**src/rtl/acc_sequencer.sv**
```systemverilog
// Two-cycle (FETCH/EXEC) control sequencer for the accumulator CPU: issues
// opcodes, gates write enables, latches {c,z,n} flags and resolves branches.
package acc_defs_pkg;
   typedef enum logic [3:0] {
      kCLR = 4'h0, kADD = 4'h1, kSUB = 4'h2, kLDR = 4'h3,
      kSTR = 4'h4, kAND = 4'h5, kXOR = 4'h6, kMLD = 4'h7,
      kMST = 4'h8, kLDI = 4'h9, kSHL = 4'hA, kSHR = 4'hB,
      kNOT = 4'hC, kJMP = 4'hD, kBRN = 4'hE, kBRZ = 4'hF
   } op_mne_e;
endpackage

module acc_sequencer
   import acc_defs_pkg::*;
#(
   parameter int PC_W     = 8,
   parameter int PROG_LEN = 255,
   parameter int CNT_W    = 16
) (
   input  logic                  clk,
   input  logic                  reset_n,
   input  logic                  start,
   acc_sequencer_if.master       bus,
   output logic [2:0]            flags,
   output logic [CNT_W-1:0]      retired,
   output logic                  done
);

   typedef enum logic [1:0] {S_IDLE, S_FETCH, S_EXEC, S_DONE} state_e;

   state_e            state, state_nxt;
   logic [PC_W-1:0]   pc, pc_nxt;
   logic [8:0]        ir, ir_nxt;
   logic [2:0]        flags_nxt;
   logic [CNT_W-1:0]  retired_nxt;
   logic              done_nxt;

   op_mne_e           op;
   logic              taken;
   logic [PC_W-1:0]   target;
   logic [PC_W:0]     pc_inc_ext;
   logic              last_instr;

   assign op          = op_mne_e'(ir[8:5]);
   assign pc_inc_ext  = {1'b0, pc} + (PC_W+1)'(1);
   // Compare one bit wider so a PROG_LEN of 2^PC_W is still reachable.
   assign last_instr  = (pc_inc_ext == (PC_W+1)'(PROG_LEN));

   assign bus.instr_addr  = pc;
   assign bus.alu_ci      = flags[2];
   assign bus.operand_sel = ir[4:0];

   // NOTE: sequential state uses non-blocking assignments only; the reset is
   // synchronous, so it lives inside the clocked branch rather than the sensitivity list.
   always_ff @(posedge clk) begin
      if (!reset_n) begin
         state   <= S_IDLE;
         pc      <= '0;
         ir      <= '0;
         flags   <= '0;
         retired <= '0;
         done    <= 1'b0;
      end else begin
         state   <= state_nxt;
         pc      <= pc_nxt;
         ir      <= ir_nxt;
         flags   <= flags_nxt;
         retired <= retired_nxt;
         done    <= done_nxt;
      end
   end

   // NOTE: every output of this block gets a default first so no path infers a latch.
   always_comb begin
      state_nxt   = state;
      pc_nxt      = pc;
      ir_nxt      = ir;
      flags_nxt   = flags;
      retired_nxt = retired;
      done_nxt    = done;
      bus.alu_op  = kCLR;
      bus.acc_we  = 1'b0;
      bus.reg_we  = 1'b0;
      bus.mem_we  = 1'b0;
      taken       = 1'b0;
      target      = pc + {{(PC_W-5){ir[4]}}, ir[4:0]};

      unique case (state)
         S_IDLE, S_DONE: begin
            if (start) begin
               state_nxt   = S_FETCH;
               pc_nxt      = '0;
               flags_nxt   = '0;
               retired_nxt = '0;
               done_nxt    = 1'b0;
            end
         end

         S_FETCH: begin
            ir_nxt    = bus.instr_in;
            state_nxt = S_EXEC;
         end

         S_EXEC: begin
            bus.alu_op = ir[8:5];
            case (op)
               kADD, kSUB, kSHL: begin
                  bus.acc_we = 1'b1;
                  flags_nxt  = {bus.alu_co, bus.alu_z, bus.alu_neg};
               end
               kLDR, kAND, kXOR, kMLD, kLDI, kSHR, kNOT: begin
                  bus.acc_we = 1'b1;
                  flags_nxt  = {flags[2], bus.alu_z, bus.alu_neg};
               end
               kSTR: bus.reg_we = 1'b1;
               kMST: bus.mem_we = 1'b1;
               kJMP: begin
                  taken  = 1'b1;
                  target = {{(PC_W-5){1'b0}}, ir[4:0]};
               end
               // BRN looks at the latched n flag, BRZ at the live ALU zero.
               kBRN: taken = flags[0];
               kBRZ: taken = bus.alu_z;
               default: flags_nxt = '0;
            endcase

            retired_nxt = (&retired) ? retired : retired + CNT_W'(1);
            pc_nxt      = taken ? target : pc_inc_ext[PC_W-1:0];

            if (!taken && last_instr) begin
               state_nxt = S_DONE;
               done_nxt  = 1'b1;
            end else begin
               state_nxt = S_FETCH;
            end
         end

         default: state_nxt = S_IDLE;
      endcase
   end

endmodule
```
**src/rtl/acc_sequencer_if.sv**
```systemverilog
// Datapath-facing bus of the accumulator sequencer: instruction ROM fetch,
// ALU opcode/carry-in/flags, and the three write enables.
interface acc_sequencer_if #(
   parameter int PC_W = 8
);
   logic [PC_W-1:0] instr_addr;
   logic [8:0]      instr_in;
   logic [3:0]      alu_op;
   logic            alu_ci;
   logic [4:0]      operand_sel;
   logic            alu_co;
   logic            alu_z;
   logic            alu_neg;
   logic            acc_we;
   logic            reg_we;
   logic            mem_we;

   modport master (
      output instr_addr, alu_op, alu_ci, operand_sel, acc_we, reg_we, mem_we,
      input  instr_in, alu_co, alu_z, alu_neg
   );

   modport slave (
      input  instr_addr, alu_op, alu_ci, operand_sel, acc_we, reg_we, mem_we,
      output instr_in, alu_co, alu_z, alu_neg
   );
endinterface

```
**src/flat_wrapper.sv**
```systemverilog
// flat-port wrapper written by rule: the top's interface ports become plain ports
module acc_sequencer_flat import acc_defs_pkg::*;
#(
   parameter int PC_W     = 8,
   parameter int PROG_LEN = 255,
   parameter int CNT_W    = 16
)
  (clk, reset_n, start, flags, retired, done, bus_instr_addr, bus_alu_op, bus_alu_ci, bus_operand_sel, bus_acc_we, bus_reg_we, bus_mem_we, bus_instr_in, bus_alu_co, bus_alu_z, bus_alu_neg);
  acc_sequencer_if #(.PC_W(PC_W)) bus_i ();
  input  logic clk;
  input  logic reset_n;
  input  logic start;
  output logic [2:0] flags;
  output logic [CNT_W-1:0] retired;
  output logic done;
  output wire logic [$bits(bus_i.instr_addr)-1:0] bus_instr_addr;
  output wire logic [$bits(bus_i.alu_op)-1:0] bus_alu_op;
  output wire logic [$bits(bus_i.alu_ci)-1:0] bus_alu_ci;
  output wire logic [$bits(bus_i.operand_sel)-1:0] bus_operand_sel;
  output wire logic [$bits(bus_i.acc_we)-1:0] bus_acc_we;
  output wire logic [$bits(bus_i.reg_we)-1:0] bus_reg_we;
  output wire logic [$bits(bus_i.mem_we)-1:0] bus_mem_we;
  input wire logic [$bits(bus_i.instr_in)-1:0] bus_instr_in;
  input wire logic [$bits(bus_i.alu_co)-1:0] bus_alu_co;
  input wire logic [$bits(bus_i.alu_z)-1:0] bus_alu_z;
  input wire logic [$bits(bus_i.alu_neg)-1:0] bus_alu_neg;
  assign bus_instr_addr = bus_i.instr_addr;
  assign bus_alu_op = bus_i.alu_op;
  assign bus_alu_ci = bus_i.alu_ci;
  assign bus_operand_sel = bus_i.operand_sel;
  assign bus_acc_we = bus_i.acc_we;
  assign bus_reg_we = bus_i.reg_we;
  assign bus_mem_we = bus_i.mem_we;
  assign bus_i.instr_in = bus_instr_in;
  assign bus_i.alu_co = bus_alu_co;
  assign bus_i.alu_z = bus_alu_z;
  assign bus_i.alu_neg = bus_alu_neg;
  acc_sequencer #(.PC_W(PC_W), .PROG_LEN(PROG_LEN), .CNT_W(CNT_W)) u_core (.clk(clk), .reset_n(reset_n), .start(start), .bus(bus_i), .flags(flags), .retired(retired), .done(done));
endmodule
```
**config.mk**
```make
export PLATFORM = sky130hd
export DESIGN_NAME = acc_sequencer_flat
export DESIGN_NICKNAME = d
export VERILOG_FILES = /design/src/rtl/acc_sequencer.sv /design/src/rtl/acc_sequencer_if.sv /design/src/flat_wrapper.sv
export SDC_FILE = /design/constraint.sdc
export NUM_CORES = 1
export LEC_CHECK = 0
export ABC_AREA = 1
export BUFFER_PORTS_ARGS = -buffer_cell sky130_fd_sc_hd__buf_2
export CAP_MARGIN = 20
export CORE_UTILIZATION = 50
export DETAILED_ROUTE_END_ITERATION = 16
export HOLD_SLACK_MARGIN = 0.08
export PLACE_DENSITY = 0.86
export SLEW_MARGIN = 25
export SYNTH_ARGS = -nofsm -noshare
export SYNTH_HDL_FRONTEND = slang
export SYNTH_SLANG_ARGS = --single-unit
```
**constraint.sdc**
```tcl
create_clock -name clk -period 1.5 [get_ports clk]
set_input_delay 0.15 -clock clk [delete_from_list [all_inputs] [get_ports clk]]
set_output_delay 0.15 -clock clk [all_outputs]
set_load 0.1 [all_outputs]
```
==> metrics.log, run 1 <==
INFO  metric run_status = complete, but fails checks
INFO  metric violated_checks = negative setup slack
INFO  metric final_antenna_net_count = 0
INFO  metric tightestPinTransition = 0.5166 ns
INFO  metric grt_use_met3 = 0.05827
INFO  metric clkSinkCount = 39
INFO  metric synthXorXnorAreaFrac = 0.02011
INFO  metric setup.worst_path.start_class = flop
INFO  metric groute.layer.met2.usage = 0.5606
INFO  metric cts_max_level = 2
INFO  metric skew = 0.008677 ns
INFO  metric syn_inst = 383
INFO  metric initial_core_util = 0.5354
INFO  metric first_global_vias = 3006
INFO  metric ys_seq_area_frac = 0.2989
INFO  metric detail_route.vias_per_cell = 6.250
INFO  metric finish.net_count = 520
INFO  metric timing.setup.tns = -5.028 ns
INFO  metric avgSynthCellArea = 6.821 um^2
INFO  metric worst_ir_drop_vdd = 699.9 uV
INFO  metric worstSetupPathType = reg -> reg
INFO  metric number_of_distinct_library_cells_after_synthesis = 46
INFO  metric areaGrowthSynthToFinish = 61.73%
INFO  metric avgRoutedWirePerCell = 20.49 um
INFO  metric dr_total_vias = 3500
INFO  metric die_w = 74.29 um
INFO  metric netlist_area = 0.002613 mm^2
INFO  metric yosysWarnings = 0
INFO  metric detailedPlace.worstSlack = -0.1083 ns
INFO  metric postSynthRegisterBits = 39
INFO  metric number_of_violations_reported_at_the_end_of_detailed_routing_iteration_0 = 484
INFO  metric setup_repair_after_global_routing_missed_its_margin = yes
INFO  metric clk_path_buf_depth = 2
INFO  metric max-cap-violations = 0
INFO  metric max_freq = 561.2 MHz
INFO  metric cp_slowest_stage_delay = 0.38 ns
INFO  metric timing.rr.start = u_core.bus.instr_addr[0]
INFO  metric final_hold_viol_count = 0
INFO  metric synth_flop_cell = sky130_fd_sc_hd__dfxtp_1
INFO  metric insertedDiodeCount = 0
INFO  metric dr.pass1.iters = 6
INFO  metric synth_async_sr_flop_share = 0
INFO  metric io_buffers = 55
INFO  metric synth_simple_gate_area_share = 0.3443
INFO  metric final_layout_size_suffix_gt1_frac = 0.5396
INFO  metric critical_path.startpoint = u_core.bus.instr_addr[0]
INFO  metric initial_antenna_violation_count = 0
INFO  metric drt-total-wl = 11.47 mm
INFO  metric hold_path_depth = 3
INFO  metric synth_compound_gate_area_share = 0.1705
INFO  metric cpMaxStageDelayCell = sky130_fd_sc_hd__dfxtp_4
INFO  metric post_synth_mux_area_share = 0.003831
INFO  metric grt_pass1_wl = 13.59 mm
INFO  metric groute.layer.met1.usage = 0.3696
INFO  metric power_per_cell_area = 829.9 mW/mm^2
INFO  metric clk_latency = 0.30 ns
INFO  metric p_leak = 1.813 nW
INFO  metric top_level_ports = 56
INFO  metric worst-path-max-fanout = 5
INFO  metric min_delay_worst_endpoint = u_core.ir[2]
INFO  metric synth.net_count = 411
INFO  metric period_share = 1.188
INFO  metric setup_slack = -0.2818 ns
INFO  metric synth_fa_ha_area_frac = 0.06513
INFO  metric cts_tree = done
INFO  metric relSlewSlack = 0.6580
INFO  metric core_region_area = 0.004880 mm^2
INFO  metric gr-total-overflow = 0
INFO  metric cts.clk_slew.worst_paths = 0.08 ns
INFO  metric die_height = 74.29 um
INFO  metric worstHoldStart = bus_instr_in[2]
INFO  metric synth_enable_flop_cells = 0
INFO  metric clk_root_buffer_cell = sky130_fd_sc_hd__clkbuf_8
INFO  metric hpwlAfterDp = 5.706 mm
INFO  metric die-area = 0.005518 mm^2
INFO  metric rows = 25
INFO  metric timing.final.crit_period = 1.782 ns
INFO  metric dominant_combinational_cell_family_by_area_after_synthesis = simple AND/OR/NAND/NOR gates
INFO  metric cts_made_buffers = 5
INFO  metric timing_max_transition_violations_final = 0
INFO  metric worst-endpoint-arrival = 2.00 ns
INFO  metric grt_busiest_layer = met2
INFO  metric final-setup-viol-count = 36
INFO  metric crit_path_end_kind = flop
INFO  metric maximum_number_of_pins_on_one_net_before_global_route_repair = 18
INFO  metric r2r_slack = -0.28 ns
INFO  metric cp_data_required_time = 1.72 ns
INFO  metric globalplace.congestion = 0.9457
INFO  metric gr-usage-all-layers = 0.3252
INFO  metric crit_path_cell_trace = ha_4 -> fa_2 -> nand3_2 -> nand3_2 -> a21oi_2 -> o21ai_1 -> o211ai_1 -> nand2_1 -> a21oi_2
INFO  metric drc = 0
INFO  metric hold_class = in -> reg
INFO  metric reg2reg_depth = 9
INFO  metric r2r_end = u_core.bus.instr_addr[4]
[worst max path at each step]
stage                                to  slack (ns)
3_5_place_dp         u_core.retired[12]       -0.11
6_report       u_core.bus.instr_addr[4]       -0.28
4_1_cts        u_core.bus.instr_addr[4]       -0.09
2_1_floorplan  u_core.bus.instr_addr[3]       -0.24
3_3_place_gp          u_core.retired[4]       -0.06
5_1_grt              u_core.retired[11]       -0.29
[placed cells by master, fill, tap and decap left out, drive strengths merged, types with 2 or more instances in the layout]
cell type  count
o21a           2
xor2           5
inv           39
a211oi         2
nand3b         2
clkinvlp       5
nand4         14
ha            12
nor3           5
o21bai         3
o21ai         23
or2            2
nand2        101
o211ai         6
clkinv         2
nand3         16
nor2          53
o221ai         2
buf          112
dfxtp         39
a21oi         30
clkbuf         7
[critical path, delay by kind of cell (launching register included)]
family	cells	cell delay [ns]
compound gates	4	0.51
simple gates	3	0.30
fa+ha+maj	2	0.53
flops	1	0.38
[synth_stat cells (2+ instances only)]
master / instances / area, um^2
sky130_fd_sc_hd__a211oi_1: 2 / 15.01
sky130_fd_sc_hd__a21oi_1: 27 / 135.1
sky130_fd_sc_hd__a21oi_2: 2 / 17.52
sky130_fd_sc_hd__buf_4: 7 / 52.55
sky130_fd_sc_hd__clkbuf_1: 3 / 11.26
sky130_fd_sc_hd__dfxtp_1: 39 / 780.8
sky130_fd_sc_hd__ha_1: 12 / 150.1
sky130_fd_sc_hd__inv_1: 36 / 135.1
sky130_fd_sc_hd__inv_2: 6 / 22.52
sky130_fd_sc_hd__nand2_1: 96 / 360.4
sky130_fd_sc_hd__nand2_2: 3 / 18.77
sky130_fd_sc_hd__nand2_4: 2 / 22.52
sky130_fd_sc_hd__nand3_1: 16 / 80.08
sky130_fd_sc_hd__nand3b_1: 2 / 15.01
sky130_fd_sc_hd__nand4_1: 12 / 75.07
sky130_fd_sc_hd__nand4_2: 2 / 25.02
sky130_fd_sc_hd__nor2_1: 45 / 168.9
sky130_fd_sc_hd__nor2_2: 4 / 25.02
sky130_fd_sc_hd__nor2_4: 4 / 45.04
sky130_fd_sc_hd__nor3_1: 5 / 25.02
sky130_fd_sc_hd__o211ai_1: 5 / 37.54
sky130_fd_sc_hd__o21a_1: 2 / 15.01
sky130_fd_sc_hd__o21ai_0: 18 / 90.09
sky130_fd_sc_hd__o21ai_1: 2 / 10.01
sky130_fd_sc_hd__o21ai_2: 3 / 26.28
sky130_fd_sc_hd__o21bai_1: 3 / 22.52
sky130_fd_sc_hd__o221ai_1: 2 / 17.52
sky130_fd_sc_hd__xor2_1: 5 / 43.79
[per-stage QoR]
step	util	total power, mW	hold WS [ns]	instances	cell area, um^2
after global placement	0.7356	2.183	0.3794	534	3590
after CTS	0.7997	3.232	0.08340	550	3902
final	0.8659	3.507	0.08609	560	4225
after detailed placement	0.7356	2.208	0.3884	534	3590
after floorplan	-	1.908	0.2825	383	2878
after global routing	0.8659	3.633	0.08933	560	4225
[sequential cells by signal, indices dropped and copies added (netlist names)]
name                   count
u_core.bus.instr_addr      8
u_core.done                1
u_core.flags               3
u_core.ir                  9
u_core.retired            16
u_core.state               2
[report_power, final]
group | internal [mW] | switching [mW] | leakage, nW | total, mW
registers | 1.07 | 0.0986 | 0.340 | 1.16
logic | 0.511 | 0.899 | 1.41 | 1.41
clock network | 0.539 | 0.394 | 0.0612 | 0.933
[cell type report]
class | instances | area (um^2)
multi-input combinational | 288 | 2049
clock buffer | 6 | 82.58
sequential | 39 | 885.9
fill | 230 | 654.4
timing repair inverter | 1 | 7.507
tap | 67 | 83.83
timing repair buffer | 113 | 880.8
clock inverter | 2 | 35.03
inverter | 44 | 200.2
[kinds of logic after synthesis]
kind of cell / Yosys count
AOI/OAI and AO/OA: 72
xor gates and xnor gates: 6
adders and majority gates: 13
buffers and inverters: 56
DFF: 39
muxes: 1
and+or+nand+nor: 196
[layer usage]
layer / vias up / share of wire
li1: 1476 / -
met1: 1608 / 0.35
met2: 316 / 0.48
met3: 100 / 0.098
met4: 0 / 0.063
met5: - / 0
[what timing repair did]
item                       in CTS  in global routing
hold buffers                    0                  0
setup buffers                   8                  9
gates cloned                    0                  2
pin swaps                      15                 23
resized for setup              37                 66
setup endpoints to repair      33                 36
(Power assumes the default switching activity.)
==> inputs of run 2 (changes only) <==
--- a/config.mk
+++ b/config.mk
@@ -8,6 +8,7 @@
 export ABC_AREA = 1
 export BUFFER_PORTS_ARGS = -buffer_cell sky130_fd_sc_hd__buf_2
 export CAP_MARGIN = 20
+export CORE_ASPECT_RATIO = 1.4
 export CORE_UTILIZATION = 50
 export DETAILED_ROUTE_END_ITERATION = 16
 export HOLD_SLACK_MARGIN = 0.08
==> run 2 against run 1 <==
  * The flow still finishes with violations (negative setup slack)
  * Total power fell by 4.1%
  * Worst hold slack got worse by 0.018 ns
  * Maximum frequency rose by 3.1%
  * Critical endpoint is now bus_acc_we
  * Highest routed layer unchanged
==> metrics.log, run 2 (synthesis gave the netlist of run 1 again) <==
INFO  metric run_status = complete, but fails checks (unchanged)
INFO  metric violated_checks = negative setup slack (unchanged)
INFO  metric finish.net_count = 520 (unchanged)
INFO  metric worst-endpoint-arrival = 1.58 ns (was 2.00 ns)
INFO  metric clock_power_share = 0.248 (was 0.266)
INFO  metric worst_ir_drop_vdd = 867.8 uV (was 699.9 uV)
INFO  metric final_hold_viol_count = 0 (unchanged)
INFO  metric hold_class = in -> reg (unchanged)
INFO  metric clk_root_buffer_cell = sky130_fd_sc_hd__clkbuf_8 (unchanged)
INFO  metric first_global_vias = 3127 (was 3006)
INFO  metric filler_cell_count = 244 (was 230)
INFO  metric cts_max_level = 2 (unchanged)
INFO  metric p_leak = 1.860 nW (was 1.813 nW)
INFO  metric timing.final.crit_period = 1.728 ns (was 1.782 ns)
INFO  metric final-setup-viol-count = 36 (unchanged)
INFO  metric top_level_ports = 56 (unchanged)
INFO  metric setup_repair_after_global_routing_missed_its_margin = yes (unchanged)
INFO  metric cp_data_required_time = 1.35 ns (was 1.72 ns)
INFO  metric max-cap-violations = 0 (unchanged)
INFO  metric core_region_area = 0.004917 mm^2 (was 0.004880 mm^2)
INFO  metric hpwlAfterDp = 5.826 mm (was 5.706 mm)
INFO  metric skew = 0.01262 ns (was 0.008677 ns)
INFO  metric dp_cells = 533 (was 534)
INFO  metric largest-register = u_core.retired (unchanged)
INFO  metric final_antenna_net_count = 0 (unchanged)
INFO  metric clk_path_buf_depth = 2 (unchanged)
INFO  metric multi_input_gate_area_in_the_final_layout = 0.002034 mm^2 (was 0.002049 mm^2)
INFO  metric detailroute.wirelength.met3 = 951 um (was 1.127 mm)
INFO  metric setup.worst_path.start_class = flop (unchanged)
INFO  metric largest_register_ff_count = 16 (unchanged)
INFO  metric worstSetupPathType = reg -> out (was reg -> reg)
INFO  metric initial_antenna_violation_count = 0 (unchanged)
INFO  metric cts_made_buffers = 5 (unchanged)
INFO  metric register_area = 887.1 um^2 (was 885.9 um^2)
INFO  metric met2_wirelength = 5.891 mm (was 5.564 mm)
INFO  metric p_seq_frac = 0.346 (was 0.332)
INFO  metric top_layer = met4 (unchanged)
INFO  metric setup_slack = -0.2280 ns (was -0.2818 ns)
INFO  metric power.combinational.fraction = 0.406 (was 0.402)
INFO  metric gr-total-overflow = 0 (unchanged)
INFO  metric die-area = 0.005522 mm^2 (was 0.005518 mm^2)
INFO  metric power.internal = 1.987 mW (was 2.115 mW)
INFO  metric holdWs = 0.06808 ns (was 0.08609 ns)
INFO  metric cts.clk_slew.worst_paths = 0.09 ns (was 0.08 ns)
INFO  metric detail_route.vias_per_cell = 6.232 (was 6.250)
INFO  metric maximum_number_of_pins_on_one_net_before_global_route_repair = 15 (was 18)
INFO  metric relSlewSlack = 0.6609 (was 0.6580)
INFO  metric period_share = 1.152 (was 1.188)
INFO  metric drt-total-wl = 11.42 mm (was 11.47 mm)
INFO  metric switching_share = 0.4089 (was 0.3969)
INFO  metric areaGrowthSynthToFinish = 61.21% (was 61.73%)
INFO  metric grt_pass1_wl = 14.08 mm (was 13.59 mm)
INFO  metric die_height = 87.53 um (was 74.29 um)
INFO  metric dr_total_vias = 3471 (was 3500)
INFO  metric drc = 0 (unchanged)
INFO  metric most-common-layout-cells = sky130_fd_sc_hd__nand2_1 (73), sky130_fd_sc_hd__buf_2 (47), sky130_fd_sc_hd__buf_4 (45) (was sky130_fd_sc_hd__nand2_1 (73), sky130_fd_sc_hd__buf_4 (48), sky130_fd_sc_hd__buf_2 (47))
INFO  metric tightestPinTransition = 0.5121 ns (was 0.5166 ns)
INFO  metric final_layout_size_suffix_gt1_frac = 0.5416 (was 0.5396)
INFO  metric gr-usage-all-layers = 0.3268 (was 0.3252)
INFO  metric clkSinkCount = 39 (unchanged)
INFO  metric io_buffers = 55 (unchanged)
INFO  metric rows = 30 (was 25)
INFO  metric avgRoutedWirePerCell = 20.50 um (was 20.49 um)
INFO  metric globalplace.congestion = 0.9037 (was 0.9457)
INFO  metric p_sw = 1.374 mW (was 1.392 mW)
INFO  metric cts_tree = done (unchanged)
INFO  metric dr.pass1.iters = 5 (was 6)
INFO  metric timing.setup.tns = -3.437 ns (was -5.028 ns)
INFO  metric initial_core_util = 0.5313 (was 0.5354)
INFO  metric die_w = 63.09 um (was 74.29 um)
INFO  metric timing_max_transition_violations_final = 0 (unchanged)
INFO  metric max_freq = 578.7 MHz (was 561.2 MHz)
INFO  metric drt-met1-wl = 3.736 mm (was 4.063 mm)
INFO  metric layout.cells.most_common = sky130_fd_sc_hd__nand2_1 (unchanged)
INFO  metric crit_path_end_kind = output pin (was flop)
INFO  metric post_layout_nonfiller_instances = 557 (was 560)
INFO  metric worst-path-max-fanout = 7 (was 5)
INFO  metric power_per_cell_area = 798.2 mW/mm^2 (was 829.9 mW/mm^2)
INFO  metric insertedDiodeCount = 0 (unchanged)
INFO  metric number_of_violations_reported_at_the_end_of_detailed_routing_iteration_0 = 368 (was 484)
INFO  metric pwr_total = 3.362 mW (was 3.507 mW)
INFO  metric clk_latency = 0.31 ns (was 0.30 ns)
==> run 2: power groups by stage <==
stage	Clock (mW)	Combinational (mW)	Sequential (mW)
after global routing	0.866	1.43	1.17
final	0.835	1.36	1.16
after floorplan	0	0.662	1.25
after CTS	0.811	1.16	1.14
after global placement	0	1.02	1.15
after detailed placement	0	1.05	1.16
==> run 2: path summary, 6_finish.rpt <==
path | slack (ns) | from | cells after the start | to
worst min register to register | 0.48 | u_core.done | 1 | u_core.done
worst min-delay path | 0.07 | bus_instr_in[0] | 3 | u_core.ir[0]
worst max register to register | -0.20 | u_core.bus.instr_addr[1] | 9 | u_core.bus.instr_addr[4]
worst max-delay path | -0.23 | u_core.ir[6] | 5 | bus_acc_we
==> run 2: worst max-delay path, stage by stage (launching register included) <==
cell and delay [ns]:
sky130_fd_sc_hd__dfxtp_4 0.42, sky130_fd_sc_hd__nor2_4 0.07, sky130_fd_sc_hd__inv_2 0.12, sky130_fd_sc_hd__nand2_2 0.13, sky130_fd_sc_hd__a21oi_4 0.30, sky130_fd_sc_hd__buf_12 0.22
==> run 2: area by class of cell <==
cell class	instances	area share
clock buffers	8	0.02406
flip-flops and latches	39	0.2106
inverters	44	0.04694
multi-input cells	288	0.4831
well taps	64	0.01901
repair buffers	114	0.2163
==> run 2: timing repair <==
item                                   CTS  global route
gates resized for setup                 38            64
pin swaps                               10            34
setup buffers                            6             9
setup endpoints to repair               34            37
hold buffers                             0             1
endpoints found under the hold margin    0             1
==> run 2: stage by stage <==
stage                 util  worst slack, ns  instance area (um^2)
floorplan                -          -0.2437                  2878
finish              0.8565          -0.2280                  4212
global route        0.8565          -0.2751                  4212
detailed placement  0.7323          -0.1309                  3601
global placement    0.7323         -0.05223                  3601
CTS                 0.7916         -0.06140                  3892
==> run 2: routing by layer <==
metal  up-vias  track usage
met2       275       0.6061
met3        92      0.05497
met4         0       0.1987
met1      1627       0.3421
li1       1477            -
met5         -            0
==> inputs of run 3 (changes only) <==
--- a/config.mk
+++ b/config.mk
@@ -11,8 +11,10 @@
 export CORE_ASPECT_RATIO = 1.4
 export CORE_UTILIZATION = 50
 export DETAILED_ROUTE_END_ITERATION = 16
-export HOLD_SLACK_MARGIN = 0.08
+export HOLD_SLACK_MARGIN = 0.15
 export PLACE_DENSITY = 0.86
+export REMOVE_ABC_BUFFERS = 1
+export SKIP_CTS_REPAIR_TIMING = 1
 export SLEW_MARGIN = 25
 export SYNTH_ARGS = -nofsm -noshare
 export SYNTH_HDL_FRONTEND = slang
==> run 3 against run 2 <==
  * The flow still finishes with violations (negative setup slack)
  * Register-to-register slack lost 0.09 ns
  * Critical path depth grew 4
  * Non-clock buffer count grew 19
  * Maximum frequency shrank 3.3%
  * Clock skew grew 0.0049 ns
  * Design area shrank 0.33%
  * Count of clock-buffer cells in the layout shrank 2
  * Worst hold slack gained 0.082 ns
  * Utilization shrank 0.28 points
  * Sequential power grew 3%
  * Via count grew 3.0%
  * Flip-flop and latch count is the same
  * Critical path type is now reg -> reg
==> metrics.log, run 3 (synthesis gave the netlist of run 1 again) <==
INFO  metric max_freq = 559.6 MHz (was 578.7 MHz)
INFO  metric largest-register = u_core.retired (unchanged)
INFO  metric cts_max_level = 2 (unchanged)
INFO  metric die-area = 0.005522 mm^2 (unchanged)
INFO  metric setup.worst_path.start_class = flop (unchanged)
INFO  metric critical_path.startpoint = u_core.ir[0] (was u_core.ir[6])
INFO  metric p_leak = 1.908 nW (was 1.860 nW)
INFO  metric gr-usage-all-layers = 0.2761 (was 0.3268)
INFO  metric clk_latency = 0.32 ns (was 0.31 ns)
INFO  metric final_layout_size_suffix_gt1_frac = 0.4717 (was 0.5416)
INFO  metric maximum_number_of_pins_on_one_net_before_global_route_repair = 15 (unchanged)
INFO  metric hold_path_depth = 3 (unchanged)
INFO  metric most-common-layout-cells = sky130_fd_sc_hd__nand2_1 (83), sky130_fd_sc_hd__buf_4 (60), sky130_fd_sc_hd__buf_2 (48) (was sky130_fd_sc_hd__nand2_1 (73), sky130_fd_sc_hd__buf_2 (47), sky130_fd_sc_hd__buf_4 (45))
INFO  metric hold_class = in -> reg (unchanged)
INFO  metric drt-total-wl = 11.31 mm (was 11.42 mm)
INFO  metric drc = 0 (unchanged)
INFO  metric detailedPlace.worstSlack = -0.3101 ns (was -0.1309 ns)
INFO  metric worstSetupPathType = reg -> reg (was reg -> out)
INFO  metric skew = 0.01749 ns (was 0.01262 ns)
INFO  metric relSlewSlack = 0.6741 (was 0.6609)
INFO  metric cts_made_buffers = 5 (unchanged)
INFO  metric clk_root_buffer_cell = sky130_fd_sc_hd__clkbuf_8 (unchanged)
INFO  metric run_status = complete, but fails checks (unchanged)
INFO  metric r2r_slack = -0.29 ns (was -0.20 ns)
INFO  metric final_antenna_net_count = 0 (unchanged)
INFO  metric insertedDiodeCount = 0 (unchanged)
INFO  metric dr_total_vias = 3576 (was 3471)
INFO  metric timing_max_transition_violations_final = 0 (unchanged)
INFO  metric dr.pass1.iters = 6 (was 5)
INFO  metric areaGrowthSynthToFinish = 60.68% (was 61.21%)
INFO  metric die_w = 63.09 um (unchanged)
INFO  metric reg2reg_depth = 9 (unchanged)
INFO  metric first_global_vias = 2804 (was 3127)
INFO  metric top_level_ports = 56 (unchanged)
INFO  metric cts.clk_slew.worst_paths = 0.10 ns (was 0.09 ns)
INFO  metric total_non_filler_cell_area_in_the_finished_layout = 0.004198 mm^2 (was 0.004212 mm^2)
INFO  metric rows = 30 (unchanged)
INFO  metric clk_path_buf_depth = 2 (unchanged)
INFO  metric detail_route.vias_per_cell = 6.198 (was 6.232)
INFO  metric filler_cell_count = 235 (was 244)
INFO  metric initial_core_util = 0.5313 (unchanged)
INFO  metric worst-path-max-fanout = 3 (was 7)
INFO  metric clkSinkCount = 39 (unchanged)
INFO  metric holdWs = 0.1504 ns (was 0.06808 ns)
INFO  metric dpl_cell_area = 0.003425 mm^2 (was 0.003601 mm^2)
INFO  metric setup_repair_after_global_routing_missed_its_margin = yes (unchanged)
INFO  metric timing.rr.start = u_core.ir[0] (was u_core.bus.instr_addr[1])
INFO  metric critical_path.endpoint = u_core.bus.instr_addr[4] (was bus_acc_we)
INFO  metric timing.setup.tns = -4.421 ns (was -3.437 ns)
INFO  metric largest_register_ff_count = 16 (unchanged)
INFO  metric number_of_violations_reported_at_the_end_of_detailed_routing_iteration_0 = 500 (was 368)
INFO  metric power_per_cell_area = 866.2 mW/mm^2 (was 798.2 mW/mm^2)
INFO  metric globalplace.congestion = 0.9039 (was 0.9037)
INFO  metric r2r_end = u_core.bus.instr_addr[4] (unchanged)
INFO  metric gr-total-overflow = 0 (unchanged)
INFO  metric setup_slack = -0.2870 ns (was -0.2280 ns)
INFO  metric dp_cells = 548 (was 533)
INFO  metric max-cap-violations = 0 (unchanged)
INFO  metric worst_ir_drop_vdd = 868.3 uV (was 867.8 uV)
INFO  metric finish.utilization = 0.8537 (was 0.8565)
INFO  metric core_region_area = 0.004917 mm^2 (unchanged)
INFO  metric cts_tree = done (unchanged)
INFO  metric timing.final.crit_period = 1.787 ns (was 1.728 ns)
INFO  metric avgRoutedWirePerCell = 19.59 um (was 20.50 um)
INFO  metric die_height = 87.53 um (unchanged)
INFO  metric layout.cells.most_common = sky130_fd_sc_hd__nand2_1 (unchanged)
INFO  metric cp_data_required_time = 1.76 ns (was 1.35 ns)
INFO  metric violated_checks = negative setup slack (unchanged)
INFO  metric final_hold_viol_count = 0 (unchanged)
INFO  metric period_share = 1.191 (was 1.152)
INFO  metric initial_antenna_violation_count = 0 (unchanged)
INFO  metric io_buffers = 55 (unchanged)
INFO  metric final-setup-viol-count = 36 (unchanged)
INFO  metric grt_pass1_wl = 12.10 mm (was 14.08 mm)
INFO  metric pwr_total = 3.636 mW (was 3.362 mW)
INFO  metric finish.net_count = 540 (was 520)
INFO  metric crit_path_end_kind = flop (was output pin)
INFO  metric worst-endpoint-arrival = 2.05 ns (was 1.58 ns)
INFO  metric hpwlAfterDp = 5.668 mm (was 5.826 mm)
INFO  metric post_layout_nonfiller_instances = 577 (was 557)
INFO  metric tightestPinTransition = 0.4922 ns (was 0.5121 ns)
==> run 3: cell types whose count changed in the layout (fill, tap and decap cells not counted), moves of 6 or more <==
| cell | change |
|---|---|
| sky130_fd_sc_hd__dfxtp_4 | -20 |
| sky130_fd_sc_hd__dfxtp_1 | +18 |
| sky130_fd_sc_hd__buf_4 | +15 |
| sky130_fd_sc_hd__nand2_1 | +10 |
| sky130_fd_sc_hd__dlygate4sd3_1 | +8 |
| sky130_fd_sc_hd__nand2_2 | -7 |
| sky130_fd_sc_hd__a21oi_2 | -6 |
| sky130_fd_sc_hd__buf_6 | -6 |
==> run 3: how the worst min path moves through the flow <==
stage / start / end / slack, ns
after floorplan: bus_instr_in[0] / u_core.ir[0] / 0.28
after detailed placement: bus_instr_in[1] / u_core.ir[1] / 0.38
after global placement: bus_instr_in[1] / u_core.ir[1] / 0.37
after CTS: bus_instr_in[7] / u_core.ir[7] / 0.07
after global routing: bus_instr_in[5] / u_core.ir[5] / 0.16
final: bus_instr_in[5] / u_core.ir[5] / 0.15
==> run 3: where the power goes <==
| group | leakage [nW] | internal (mW) | switching [mW] |
|---|---|---|---|
| Sequential | 0.325 | 1.10 | 0.0970 |
| Clock | 0.0654 | 0.666 | 0.426 |
| Combinational | 1.52 | 0.503 | 0.843 |
==> run 3: final cells by class <==
class                      instances  area (um^2)  area share
clock inverter                     2        60.06     0.01431
timing repair inverter             1        7.507    0.001788
tap                               64        80.08     0.01908
inverter                          44        181.4     0.04322
sequential                        39        814.5      0.1940
clock buffer                       6        72.57     0.01729
multi-input combinational        288         1921      0.4575
timing repair buffer             133         1061      0.2528
==> run 3: worst max-delay path, cell delays in order (launching register included) <==
cell and delay (ns):
sky130_fd_sc_hd__dfxtp_2 0.35, sky130_fd_sc_hd__ha_2 0.20, sky130_fd_sc_hd__fa_2 0.40, sky130_fd_sc_hd__nand3_2 0.08, sky130_fd_sc_hd__nand3_2 0.08, sky130_fd_sc_hd__a21oi_2 0.14, sky130_fd_sc_hd__o21ai_1 0.09, sky130_fd_sc_hd__o211ai_1 0.13
sky130_fd_sc_hd__nand2_1 0.13, sky130_fd_sc_hd__a21oi_2 0.13
==> run 3: per-layer routing <==
layer,vias up,part of all wire,track usage
met1,1655,0.35,0.2959
met3,86,0.092,0.03534
met5,-,0,0
met2,315,0.49,0.5406
met4,0,0.066,0.1057
li1,1520,-,-
